<file path="config.mk">
export PLATFORM = sky130hd
export DESIGN_NAME = ps2_frame_receiver_flat
export DESIGN_NICKNAME = d
export VERILOG_FILES = /design/src/rtl/ps2_frame_receiver_pkg.sv /design/src/rtl/ps2_frame_receiver_if.sv /design/src/rtl/ps2_frame_receiver_clock_filter.sv /design/src/rtl/ps2_frame_receiver.sv /design/src/flat_wrapper.sv
export SDC_FILE = /design/constraint.sdc
export NUM_CORES = 1
export LEC_CHECK = 0
export CORE_ASPECT_RATIO = 1.1
export CORE_UTILIZATION = 41
export CTS_CLUSTER_DIAMETER = 60
export DETAILED_ROUTE_END_ITERATION = 10
export SLEW_MARGIN = 0
export SYNTH_ARGS = -nofsm -noshare
export SYNTH_HDL_FRONTEND = slang
export SYNTH_SLANG_ARGS = --single-unit
export TNS_END_PERCENT = 10
</file>
<file path="constraint.sdc">
create_clock -name Clock_50 -period 3 [get_ports Clock_50]
set_clock_uncertainty 0.1 [all_clocks]
set_input_delay 0.6 -clock Clock_50 [delete_from_list [all_inputs] [get_ports Clock_50]]
set_output_delay 0.6 -clock Clock_50 [all_outputs]
set_load 0.02 [all_outputs]
</file>
<file path="src/rtl/ps2_frame_receiver_pkg.sv">
// ps2_pkg: shared receive-FSM state type and PS/2 frame constants.
package ps2_pkg;
    typedef enum logic [1:0] {S_IDLE, S_DATA, S_PARITY, S_STOP} ps2_rx_state_t;
    localparam logic [7:0] PS2_BREAK_PREFIX = 8'hF0;
    localparam logic [7:0] PS2_EXT_PREFIX = 8'hE0;
    localparam int unsigned PS2_FRAME_BITS = 11;
endpackage

</file>
<file path="src/rtl/ps2_frame_receiver_if.sv">
// ps2_frame_receiver_if: raw PS/2 pins in, decoded key events out.
interface ps2_frame_receiver_if;
    logic PS2_clock;
    logic PS2_data;
    logic [7:0] PS2_code;
    logic PS2_code_ready;
    logic PS2_make_code;
    logic PS2_extended;
    logic PS2_error;
    modport master (output PS2_clock, PS2_data,
                    input PS2_code, PS2_code_ready, PS2_make_code, PS2_extended, PS2_error);
    modport slave (input PS2_clock, PS2_data,
                   output PS2_code, PS2_code_ready, PS2_make_code, PS2_extended, PS2_error);
endinterface

</file>
<file path="src/rtl/ps2_frame_receiver_clock_filter.sv">
// ps2_clock_filter: synchronises the PS/2 pins, debounces the clock and strobes its falling edge.
module ps2_clock_filter #(
    parameter int unsigned FILTER_LEN = 8
) (
    input  logic clk,
    input  logic rst,
    input  logic ps2_clk_i,
    input  logic ps2_data_i,
    output logic fall_o,
    output logic data_o
);
    localparam int unsigned CW = $clog2(FILTER_LEN) + 1;
    logic [1:0] clk_sync_q, data_sync_q;
    logic filt_q, filt_d, fall_q;
    logic [CW-1:0] cnt_q, cnt_d;
    logic diff, done;
    assign diff = clk_sync_q[1] != filt_q;
    assign done = cnt_q == CW'(FILTER_LEN - 1);
    always_comb begin
        cnt_d = (!diff || done) ? '0 : cnt_q + CW'(1);
        filt_d = (diff && done) ? clk_sync_q[1] : filt_q;
    end
    // Synchronisers idle high so reset release never looks like a falling edge.
    always_ff @(posedge clk or posedge rst) begin
        if (rst) begin
            clk_sync_q <= 2'b11;
            data_sync_q <= 2'b11;
            filt_q <= 1'b1;
            cnt_q <= '0;
            fall_q <= 1'b0;
        end else begin
            clk_sync_q <= {clk_sync_q[0], ps2_clk_i};
            data_sync_q <= {data_sync_q[0], ps2_data_i};
            filt_q <= filt_d;
            cnt_q <= cnt_d;
            fall_q <= filt_q & ~filt_d;
        end
    end
    assign fall_o = fall_q;
    assign data_o = data_sync_q[1];
endmodule

</file>
<file path="src/rtl/ps2_frame_receiver.sv">
// ps2_frame_receiver: deserialises PS/2 frames and folds F0/E0 prefixes into make/extended flags.
module ps2_frame_receiver
    import ps2_pkg::*;
#(
    parameter int unsigned FILTER_LEN = 8,
    parameter int unsigned TIMEOUT_COUNT = 50000
) (
    input logic Clock_50,
    input logic Reset,
    ps2_frame_receiver_if.slave ps2
);
    localparam int unsigned TW = $clog2(TIMEOUT_COUNT + 1);
    ps2_rx_state_t state_q, state_d;
    logic [2:0] bit_q, bit_d;
    logic [7:0] shift_q, shift_d, code_q, code_d;
    logic par_q, par_d, brk_q, brk_d, ext_q, ext_d;
    logic make_q, make_d, exto_q, exto_d, ready_q, ready_d, err_q, err_d;
    logic [TW-1:0] tmo_q, tmo_d;
    logic fall, data, good, tmo_hit;
    ps2_clock_filter #(.FILTER_LEN(FILTER_LEN)) u_filt (
        .clk(Clock_50), .rst(Reset), .ps2_clk_i(ps2.PS2_clock), .ps2_data_i(ps2.PS2_data),
        .fall_o(fall), .data_o(data)
    );
    assign good = data & (^{shift_q, par_q});
    assign tmo_hit = tmo_q == TW'(TIMEOUT_COUNT - 1);
    always_comb begin
        state_d = state_q;
        bit_d = bit_q;
        shift_d = shift_q;
        par_d = par_q;
        brk_d = brk_q;
        ext_d = ext_q;
        code_d = code_q;
        make_d = make_q;
        exto_d = exto_q;
        ready_d = 1'b0;
        err_d = 1'b0;
        tmo_d = (state_q == S_IDLE || fall) ? '0 : (tmo_hit ? tmo_q : tmo_q + TW'(1));
        if (fall) begin
            case (state_q)
                S_IDLE: begin
                    state_d = data ? S_IDLE : S_DATA;
                    bit_d = '0;
                    err_d = data;
                end
                S_DATA: begin
                    shift_d = {data, shift_q[7:1]};
                    bit_d = bit_q + 3'd1;
                    state_d = (bit_q == 3'd7) ? S_PARITY : S_DATA;
                end
                S_PARITY: begin
                    par_d = data;
                    state_d = S_STOP;
                end
                default: begin
                    state_d = S_IDLE;
                    if (!good) begin
                        err_d = 1'b1;
                        brk_d = 1'b0;
                        ext_d = 1'b0;
                    end else if (shift_q == PS2_BREAK_PREFIX) begin
                        brk_d = 1'b1;
                    end else if (shift_q == PS2_EXT_PREFIX) begin
                        ext_d = 1'b1;
                    end else begin
                        code_d = shift_q;
                        make_d = ~brk_q;
                        exto_d = ext_q;
                        ready_d = 1'b1;
                        brk_d = 1'b0;
                        ext_d = 1'b0;
                    end
                end
            endcase
        end else if (state_q != S_IDLE && tmo_hit) begin
            state_d = S_IDLE;
            err_d = 1'b1;
            brk_d = 1'b0;
            ext_d = 1'b0;
        end
    end
    always_ff @(posedge Clock_50 or posedge Reset) begin
        if (Reset) begin
            state_q <= S_IDLE;
            bit_q <= '0;
            shift_q <= '0;
            par_q <= 1'b0;
            brk_q <= 1'b0;
            ext_q <= 1'b0;
            code_q <= '0;
            make_q <= 1'b0;
            exto_q <= 1'b0;
            ready_q <= 1'b0;
            err_q <= 1'b0;
            tmo_q <= '0;
        end else begin
            state_q <= state_d;
            bit_q <= bit_d;
            shift_q <= shift_d;
            par_q <= par_d;
            brk_q <= brk_d;
            ext_q <= ext_d;
            code_q <= code_d;
            make_q <= make_d;
            exto_q <= exto_d;
            ready_q <= ready_d;
            err_q <= err_d;
            tmo_q <= tmo_d;
        end
    end
    assign ps2.PS2_code = code_q;
    assign ps2.PS2_code_ready = ready_q;
    assign ps2.PS2_make_code = make_q;
    assign ps2.PS2_extended = exto_q;
    assign ps2.PS2_error = err_q;
endmodule

</file>
<file path="src/flat_wrapper.sv">
// flat-port wrapper written by rule: the top's interface ports become plain ports
module ps2_frame_receiver_flat import ps2_pkg::*;
#(
    parameter int unsigned FILTER_LEN = 8,
    parameter int unsigned TIMEOUT_COUNT = 50000
)
  (Clock_50, Reset, ps2_PS2_clock, ps2_PS2_data, ps2_PS2_code, ps2_PS2_code_ready, ps2_PS2_make_code, ps2_PS2_extended, ps2_PS2_error);
  ps2_frame_receiver_if ps2_i ();
  input logic Clock_50;
  input logic Reset;
  input wire logic [$bits(ps2_i.PS2_clock)-1:0] ps2_PS2_clock;
  input wire logic [$bits(ps2_i.PS2_data)-1:0] ps2_PS2_data;
  output wire logic [$bits(ps2_i.PS2_code)-1:0] ps2_PS2_code;
  output wire logic [$bits(ps2_i.PS2_code_ready)-1:0] ps2_PS2_code_ready;
  output wire logic [$bits(ps2_i.PS2_make_code)-1:0] ps2_PS2_make_code;
  output wire logic [$bits(ps2_i.PS2_extended)-1:0] ps2_PS2_extended;
  output wire logic [$bits(ps2_i.PS2_error)-1:0] ps2_PS2_error;
  assign ps2_i.PS2_clock = ps2_PS2_clock;
  assign ps2_i.PS2_data = ps2_PS2_data;
  assign ps2_PS2_code = ps2_i.PS2_code;
  assign ps2_PS2_code_ready = ps2_i.PS2_code_ready;
  assign ps2_PS2_make_code = ps2_i.PS2_make_code;
  assign ps2_PS2_extended = ps2_i.PS2_extended;
  assign ps2_PS2_error = ps2_i.PS2_error;
  ps2_frame_receiver #(.FILTER_LEN(FILTER_LEN), .TIMEOUT_COUNT(TIMEOUT_COUNT)) u_core (.Clock_50(Clock_50), .Reset(Reset), .ps2(ps2_i));
endmodule
</file>
* Word level (Yosys, flattened, before mapping) *
Cells that the tools add are included.

storage, ports and cells
  register bits = 54
  input port bits = 4
  output and inout bits = 12
  logic and storage cells = 87

cells by class
  add/sub/neg operators = 3
  equality and inequality tests = 12
  mux-type cells = 30
  bitwise gates (word level) = 7
  reduce and logical (&&, ||, !) cells = 18

operators by type and width
  kind                                                              number
  16-bit 2-to-1 mux                                                 2
  1-bit 2-to-1 mux                                                  21
  16-bit by 1-bit adder with 16-bit output (second input constant)  1
  16-bit == test (second input constant)                            1
  8-bit == test (second input constant)                             2
  9-bit XOR reduction                                               1
  2-bit 2-to-1 mux                                                  3
  2-bit one-hot mux with 3 select lines                             1
  3-bit one-hot mux with 2 select lines                             1
  2-bit AND reduction                                               3
  3-bit AND reduction                                               2
  2-bit nonzero test                                                3
  1-bit inverter                                                    5
  5-bit AND reduction                                               1
  4-bit by 1-bit adder with 4-bit output (second input constant)    1
  4-bit by 3-bit == test with 1-bit output (second input constant)  1
  4-bit 2-to-1 mux                                                  1
  2-bit != test (second input constant)                             2
  4-bit != test (second input constant)                             1
  3-bit by 1-bit adder with 3-bit output (second input constant)    1
  3-bit == test (second input constant)                             1
  3-bit != test (second input constant)                             1
  3-bit OR reduction                                                1
  1-bit AND                                                         2
  9 further kinds                                                   11

* Longest topological paths before layout *
Gate-level depths: netlist of run 1.

  depth after elaboration = 6
  mapped depth = 7
  mapped depth without buffers = 6

* Modules after synthesis *
Synthesis of run 1 repeated with hierarchy kept, for this count alone.

unflattened totals
  cells, all modules = 223
  area, all modules = 2528.7 um^2

modules (own cells, without submodules)
  module              instances  cells an instance  area each (um^2)  sequential area each (um^2)
  ps2_frame_receiver  1          198                2149.6            1101.1
  ps2_clock_filter    1          25                 379.1             256.5

* Worst setup path before layout of run 1 *
No wires, ideal clock.

  kind = register -> register
  from = register u_core.shift_q[2]
  to = register u_core.code_q[7], in the netlist u_core.ps2.PS2_code[7]
  setup time = 0.101 ns
  arrival = 1.938 ns
  required time = 2.799 ns
  setup slack = 0.861 ns
  cell stages (with the launch flop) = 6
  path buffers = 0
  period minus slack after synthesis = 2.139 ns
  path through = dfrtp_1 > xor2_1 > xnor3_2 > mux2i_1 > mux2_2 > nor4_1

on the way
  longest elaborated chain between the ends = 3
  elaborated cells between the ends (all ways) = 7
  classes of those cells = eq/ne: 2; bitwise: 3; reduce/logical: 2

RTL lines
  element                                      RTL line                   text
  start: declaration                           ps2_frame_receiver.sv:15   logic [7:0] shift_q, shift_d, code_q, code_d;
  start signal: assignment                     ps2_frame_receiver.sv:99   shift_q <= shift_d;
  9-bit XOR reduction (tied with other cells)  ps2_frame_receiver.sv:24   assign good = data & (^{shift_q, par_q});
  1-bit AND or 1-bit inverter (tied branches)  --
  5-bit AND reduction (no line) (*)            --
  end signal: assignment                       ps2_frame_receiver.sv:103  code_q <= code_d;
  end: declaration                             ps2_frame_receiver.sv:15

Every way passes the cells marked *; elsewhere a longest branch is shown, timed or not.
A chain may end at the register's enable or synchronous reset.

* Worst setup path after layout of run 1 *
  from = register u_core.shift_q[6]
  to = register u_core.code_q[7], in the netlist u_core.ps2.PS2_code[7]

The elaborated chain is that of the path after synthesis.

==> flow_metrics.tcl, run 1 <==
set metrics [dict create \
    ant_nets 0 \
    rsz0062_at_grt "no" \
    ys_ff_latch 54 \
    ios 16 \
    cp.required_ps 3120 \
    synth_area_mm2 0.00262 \
    syn_area_per_cell_um2 10.7 \
    end_kind "flop" \
    p_per_area_mw_per_mm2 459 \
    synth_edf_count 0 \
    yosysMostFrequentCell "dfrtp_1" \
    detailed_place_hpwl_um 3210 \
    grt_use_total_pct 15.0 \
    slew-limit-headroom_pct 61.1 \
    stdcell_count 341 \
    gp_congestion 0.792 \
    holdCritPathClass "flop to flop" \
    syn_to_final_growth_pct 13.5 \
    maxSlewViolCount 0 \
    root_buffer "clkbuf_8" \
    setup_tns_ps 0 \
    ir_worst_vdd_mv 0.362 \
    avgRoutedWirePerCell_um 13.2 \
    async_reset_ff_share_pct 100 \
    coreArea_mm2 0.00616 \
    post_cts_buffers 0 \
    ys_types 45 \
    worst-path-max-fanout 6 \
    ctsResizeCount 0 \
    hold_violations 0 \
    critPathBufInv 0 \
    via_per_inst 5.24 \
    dr.pass1.iters 4 \
    critPathArrivalTime_ps 2430 \
    yosys.area.top_type "dfrtp_1" \
    max_stage_delay_ps 500 \
    ys.warnings.count 0 \
    wirelength_um 4510 \
    yosys-top-cells-count "49 x dfrtp_1, 26 x nor2_1, 16 x nand2_1, 16 x nand3_1, 15 x mux2_2" \
    cts_made_buffers 5 \
    hold-worst-slack_ps 261 \
    p_leak_uw 0.00126 \
    die_area_mm2 0.00672 \
    slowest_stage "xnor3_2" \
    period_needed_ps 2310 \
    dp.cells 333 \
    drt_drc_violations_left 0 \
    vias 1787 \
    period_share_pct 76.8 \
    setup_viol 0 \
    path_class "flop to flop" \
    maxCapViolations 0 \
    nets 268 \
    ys.flop_type "dfrtp_1" \
    crit_chain "xnor2_1 > xnor3_2 > mux2i_1 > mux2_2 > nor4_1" \
    numPortBuffers 15 \
    synth.area.top_cells "dfrtp_1 47%, mux2_2 6.4%, dfstp_2 5.0%" \
    nFillCells 595 \
    die_w_um 78.2 \
    ctsHoldBuffers 0 \
    syn_nets 253 \
    grt_start_max_net_pins 27 \
    clock-sinks 54 \
    row_count 30 \
    tritoncts "yes" \
    drive_gt1_share_pct 14.2 \
    path_clk_slew_ps 100 \
    synth_top_area_share_pct 46.8 \
    start_util_pct 42.6 \
    die_y_um 85.9 \
    netlist_instances 245 \
    path_delay_family "XOR/XNOR gates" \
    globalRouteOverflowTotal 0 \
    ys_seq_area_share_pct 51.8 \
    first_iter_violations 59 \
    worst_pin_slew_ps 578 \
    cp-start-kind "flop" \
    clk_latency_ps 310 \
    antenna_found_initial 0 \
    htreeDepth 2 \
    fmax_ghz 0.434 \
    grt_pass1_vias 1722 \
    status "finished, final reports clean" \
    diodes 0 \
    grt_pass1_wl_um 7850 \
    clock_path_buffers 2 \
]
-- routing by layer --
| layer | routed length (µm) | GRT usage (%) |
|---|---|---|
| met5 | 0 | 0 |
| met4 | 77 | 6.73 |
| met3 | 121 | 3.72 |
| met2 | 1970 | 22.6 |
| met1 | 2330 | 20.6 |
-- area by class of cell --
cell class              instances  area [µm²]  area share [%]
flip-flops and latches         54        1360            45.6
multi-input cells             173        1190            40.1
repair buffers                 18         173            5.81
well taps                      80         100            3.37
clock buffers                   6        82.6            2.78
clock inverters                 2        38.8            1.30
inverters                       8        30.0            1.01
-- final timing paths --
check	start	end	slack (ps)	cells after the start
min	u_core.u_filt.data_sync_q[0]$_DFF_PP1_	u_core.u_filt.data_sync_q[1]$_DFF_PP1_	260	0
min reg2reg	u_core.u_filt.data_sync_q[0]$_DFF_PP1_	u_core.u_filt.data_sync_q[1]$_DFF_PP1_	260	0
max reg2reg	u_core.shift_q[6]$_DFFE_PP0P_	u_core.ps2.PS2_code[7]$_DFFE_PP0P_	690	5
max	u_core.shift_q[6]$_DFFE_PP0P_	u_core.ps2.PS2_code[7]$_DFFE_PP0P_	690	5
min in group asynchronous	Reset	u_core.u_filt.cnt_q[0]$_DFF_PP0_	530	2
max in group asynchronous	Reset	u_core.tmo_q[1]$_DFFE_PP0P_	1620	3
-- per-stage QoR --
stage | utilization (%) | area, µm² | setup slack [ps] | power [µW]
finish | 48.3 | 2970 | 695 | 1360
global route | 48.3 | 2970 | 537 | 1430
CTS | 48.3 | 2970 | 679 | 1390
detailed placement | 46.3 | 2850 | 703 | 868
global placement | 46.3 | 2850 | 751 | 866
floorplan | - | 2620 | 861 | 846
-- power breakdown --
group	internal [µW]	switching [µW]	total, µW	leakage [µW]
sequential	758	17.9	776	0.000735
combinational	33.8	40.7	74.5	0.000465
clock	275	239	513	0.0000618
total	1070	297	1360	0.00126
-- state kept, by name, indices dropped and copies added (netlist names), 2 cells and up --
| signal | count |
|---|---|
| u_core.shift_q | 8 |
| u_core.ps2.PS2_code | 8 |
| u_core.u_filt.clk_sync_q | 2 |
| u_core.u_filt.data_sync_q | 2 |
| u_core.bit_q | 3 |
| u_core.tmo_q | 16 |
| u_core.state_q | 2 |
| u_core.u_filt.cnt_q | 4 |
-- layout by cell type, fill, tap and decap left out, types with 6 or more instances in the layout --
cell type / count
inv_1: 7
dfrtp_1: 49
xnor2_1: 12
clkdlybuf4s50_1: 15
nand2_1: 16
nand3_1: 16
a21oi_1: 10
mux2_2: 15
clkbuf_8: 6
o21ai_0: 7
nor2_1: 26
xor2_1: 11
-- cell families (layout without fill, tap and decap cells) --
| kind of cell | count (synthesis) | after routing | share of synthesized area [%] |
|---|---|---|---|
| DFF | 54 | 54 | 51.8 |
| and+or+nand+nor | 93 | 93 | 18.3 |
| adders and majority gates | 4 | 4 | 1.91 |
| AOI/OAI and AO/OA | 34 | 34 | 8.97 |
| xor gates and xnor gates | 24 | 24 | 8.59 |
| muxes | 18 | 18 | 7.73 |
| buffers and inverters | 18 | 34 | 2.72 |
No activity file was read; power rests on OpenSTA's default activity.
==> run 2, diff against run 1 <==
Clock period 3 ns to 1.9 ns, I/O delays scaled along.
==> run 2 against run 1 <==
  * The flow now finishes with violations (setup timing)
  * Fmax rose by 6.0%
  * Final cell count increased by 15%
  * Global-route usage rose by 2.1 points
  * Via count is 11% higher
  * Clock power rose by 27%
  * Hold slack improved by 3.0 ps
==> flow_metrics.tcl, run 2 (same netlist as run 1, synthesis figures left out) <==
set metrics [dict create \
    start_util_pct 42.6 \
    internal-power_uw 1520 \
    coreArea_mm2 0.00616 \
    slew-limit-headroom_pct 71.3 \
    critPathBufInv 1 \
    grt_pass1_wl_um 8910 \
    holdCritPathClass "flop to flop" \
    antenna_found_initial 0 \
    via_per_inst 5.07 \
    switching_share_pct 24.0 \
    end_kind "flop" \
    root_buffer "clkbuf_8" \
    path_class "flop to flop" \
    timing.final.ws_setup_ps -275 \
    first_iter_violations 45 \
    setup_viol 12 \
    maxSlewViolCount 0 \
    p_leak_uw 0.00153 \
    globalRouteOverflowTotal 0 \
    cp.required_ps 2000 \
    layout_commonest_cell "buf_4" \
    path_clk_slew_ps 100 \
    die_w_um 78.2 \
    ctsHoldBuffers 0 \
    htreeDepth 2 \
    final_cell_mix "49 x buf_4, 48 x dfrtp_1, 25 x nor2_1" \
    detailed_place_hpwl_um 3910 \
    p_per_area_mw_per_mm2 570 \
    crit_chain "xnor2_2 > xnor3_2 > buf_12 > nand4_1 > o211ai_4 > mux2_4" \
    fmax_ghz 0.460 \
    slowest_stage "xnor3_2" \
    place_area_mm2 0.00324 \
    period_needed_ps 2180 \
    max_stage_delay_ps 530 \
    hold_violations 0 \
    post-route-util_pct 57.1 \
    status "finished with violations" \
    grt_start_max_net_pins 22 \
    r2r_slack_ps -280 \
    drive_gt1_share_pct 34.4 \
    place_ws_ps -286 \
    path_delay_family "XOR/XNOR gates" \
    dr.pass1.iters 4 \
    p_total_uw 2010 \
    numPortBuffers 15 \
    final_cell_area_mm2 0.00352 \
    ir_worst_vdd_mv 0.715 \
    vias 1983 \
    avgRoutedWirePerCell_um 13.7 \
    regMostFlops "u_core.tmo_q" \
    ios 16 \
    grt_pass1_vias 1968 \
    clockPowerShare_pct 32.4 \
    tritoncts "yes" \
    share_comb_of_total_power_pct 6.4 \
    clock_path_buffers 2 \
    gp_congestion 0.809 \
    grt_use_total_pct 17.2 \
    violations "setup timing" \
    sequentialPowerShare_pct 61.2 \
    ant_nets 0 \
    row_count 30 \
    period_share_pct 114 \
    cts_made_buffers 5 \
    nets 318 \
    syn_to_final_growth_pct 34.2 \
    die_area_mm2 0.00672 \
    clk_latency_ps 310 \
    maxCapViolations 0 \
    rsz0062_at_grt "yes" \
    clock-sinks 54 \
    die_y_um 85.9 \
    wirelength_um 5370 \
    worst_pin_slew_ps 430 \
    diodes 0 \
    critPathArrivalTime_ps 2280 \
    cp-start-kind "flop" \
    drt_drc_violations_left 0 \
    power.switching_uw 482 \
    worst-path-max-fanout 5 \
    largest_reg_flops 16 \
]
[run 2: cell count changes in the layout (fill, tap and decap cells not counted), moves of 3 or more]
cell and change:
buf_12 +3, xnor2_1 -3, buf_4 +46, mux2_4 +6, mux2_2 -6, o31ai_1 -3, o31ai_2 +3, xnor2_2 +3
[run 2: power by group through the flow]
stage / Sequential (µW) / Combinational, µW / Clock (µW)
4_1_cts: 1230 / 133 / 678
2_1_floorplan: 1240 / 92.7 / 0
5_1_grt: 1230 / 154 / 724
3_3_place_gp: 1250 / 129 / 0
3_5_place_dp: 1250 / 133 / 0
6_report: 1230 / 129 / 650
[run 2: final timing paths]
path	start	depth (start not counted)	to
max	u_core.shift_q[4]$_DFFE_PP0P_	6	u_core.ps2.PS2_extended$_DFFE_PP0P_
min	u_core.u_filt.clk_sync_q[0]$_DFF_PP1_	0	u_core.u_filt.clk_sync_q[1]$_DFF_PP1_
max reg2reg	u_core.shift_q[4]$_DFFE_PP0P_	6	u_core.ps2.PS2_extended$_DFFE_PP0P_
min reg2reg	u_core.u_filt.clk_sync_q[0]$_DFF_PP1_	0	u_core.u_filt.clk_sync_q[1]$_DFF_PP1_
max in group asynchronous	Reset	3	u_core.par_q$_DFFE_PP0P_
min in group asynchronous	Reset	2	u_core.u_filt.cnt_q[3]$_DFF_PP0_
[run 2: final cells by class]
type,instances,area [µm²]
fill,569,2640
sequential,54,1360
multi-input combinational,174,1360
timing repair buffer,67,578
tap,80,100
clock buffer,5,68.8
inverter,8,30.0
clock inverter,3,23.8
[run 2: per-layer routing]
layer | wire length (µm) | global-route usage (%) | part of all wire [%]
met5 | 0 | 0 | 0
met4 | 82 | 6.06 | 1.5
met3 | 94 | 2.87 | 1.8
met2 | 2670 | 28.7 | 50
met1 | 2530 | 22.6 | 47
[run 2: repair_timing]
action,CTS,global route
gates resized for setup,7,19
cloned,0,1
endpoints found under the setup margin,14,24
hold endpoints to repair,0,0
buffers inserted,0,4
pin swaps,2,3
[run 2: per-stage QoR]
step | TNS (ps) | std cells | hold slack, ps
after global routing | -3940 | 391 | 266
after CTS | -2680 | 386 | 264
after global placement | -2240 | 378 | 246
after floorplan | -1460 | 245 | 245
final | -2920 | 391 | 264
after detailed placement | -2710 | 378 | 249
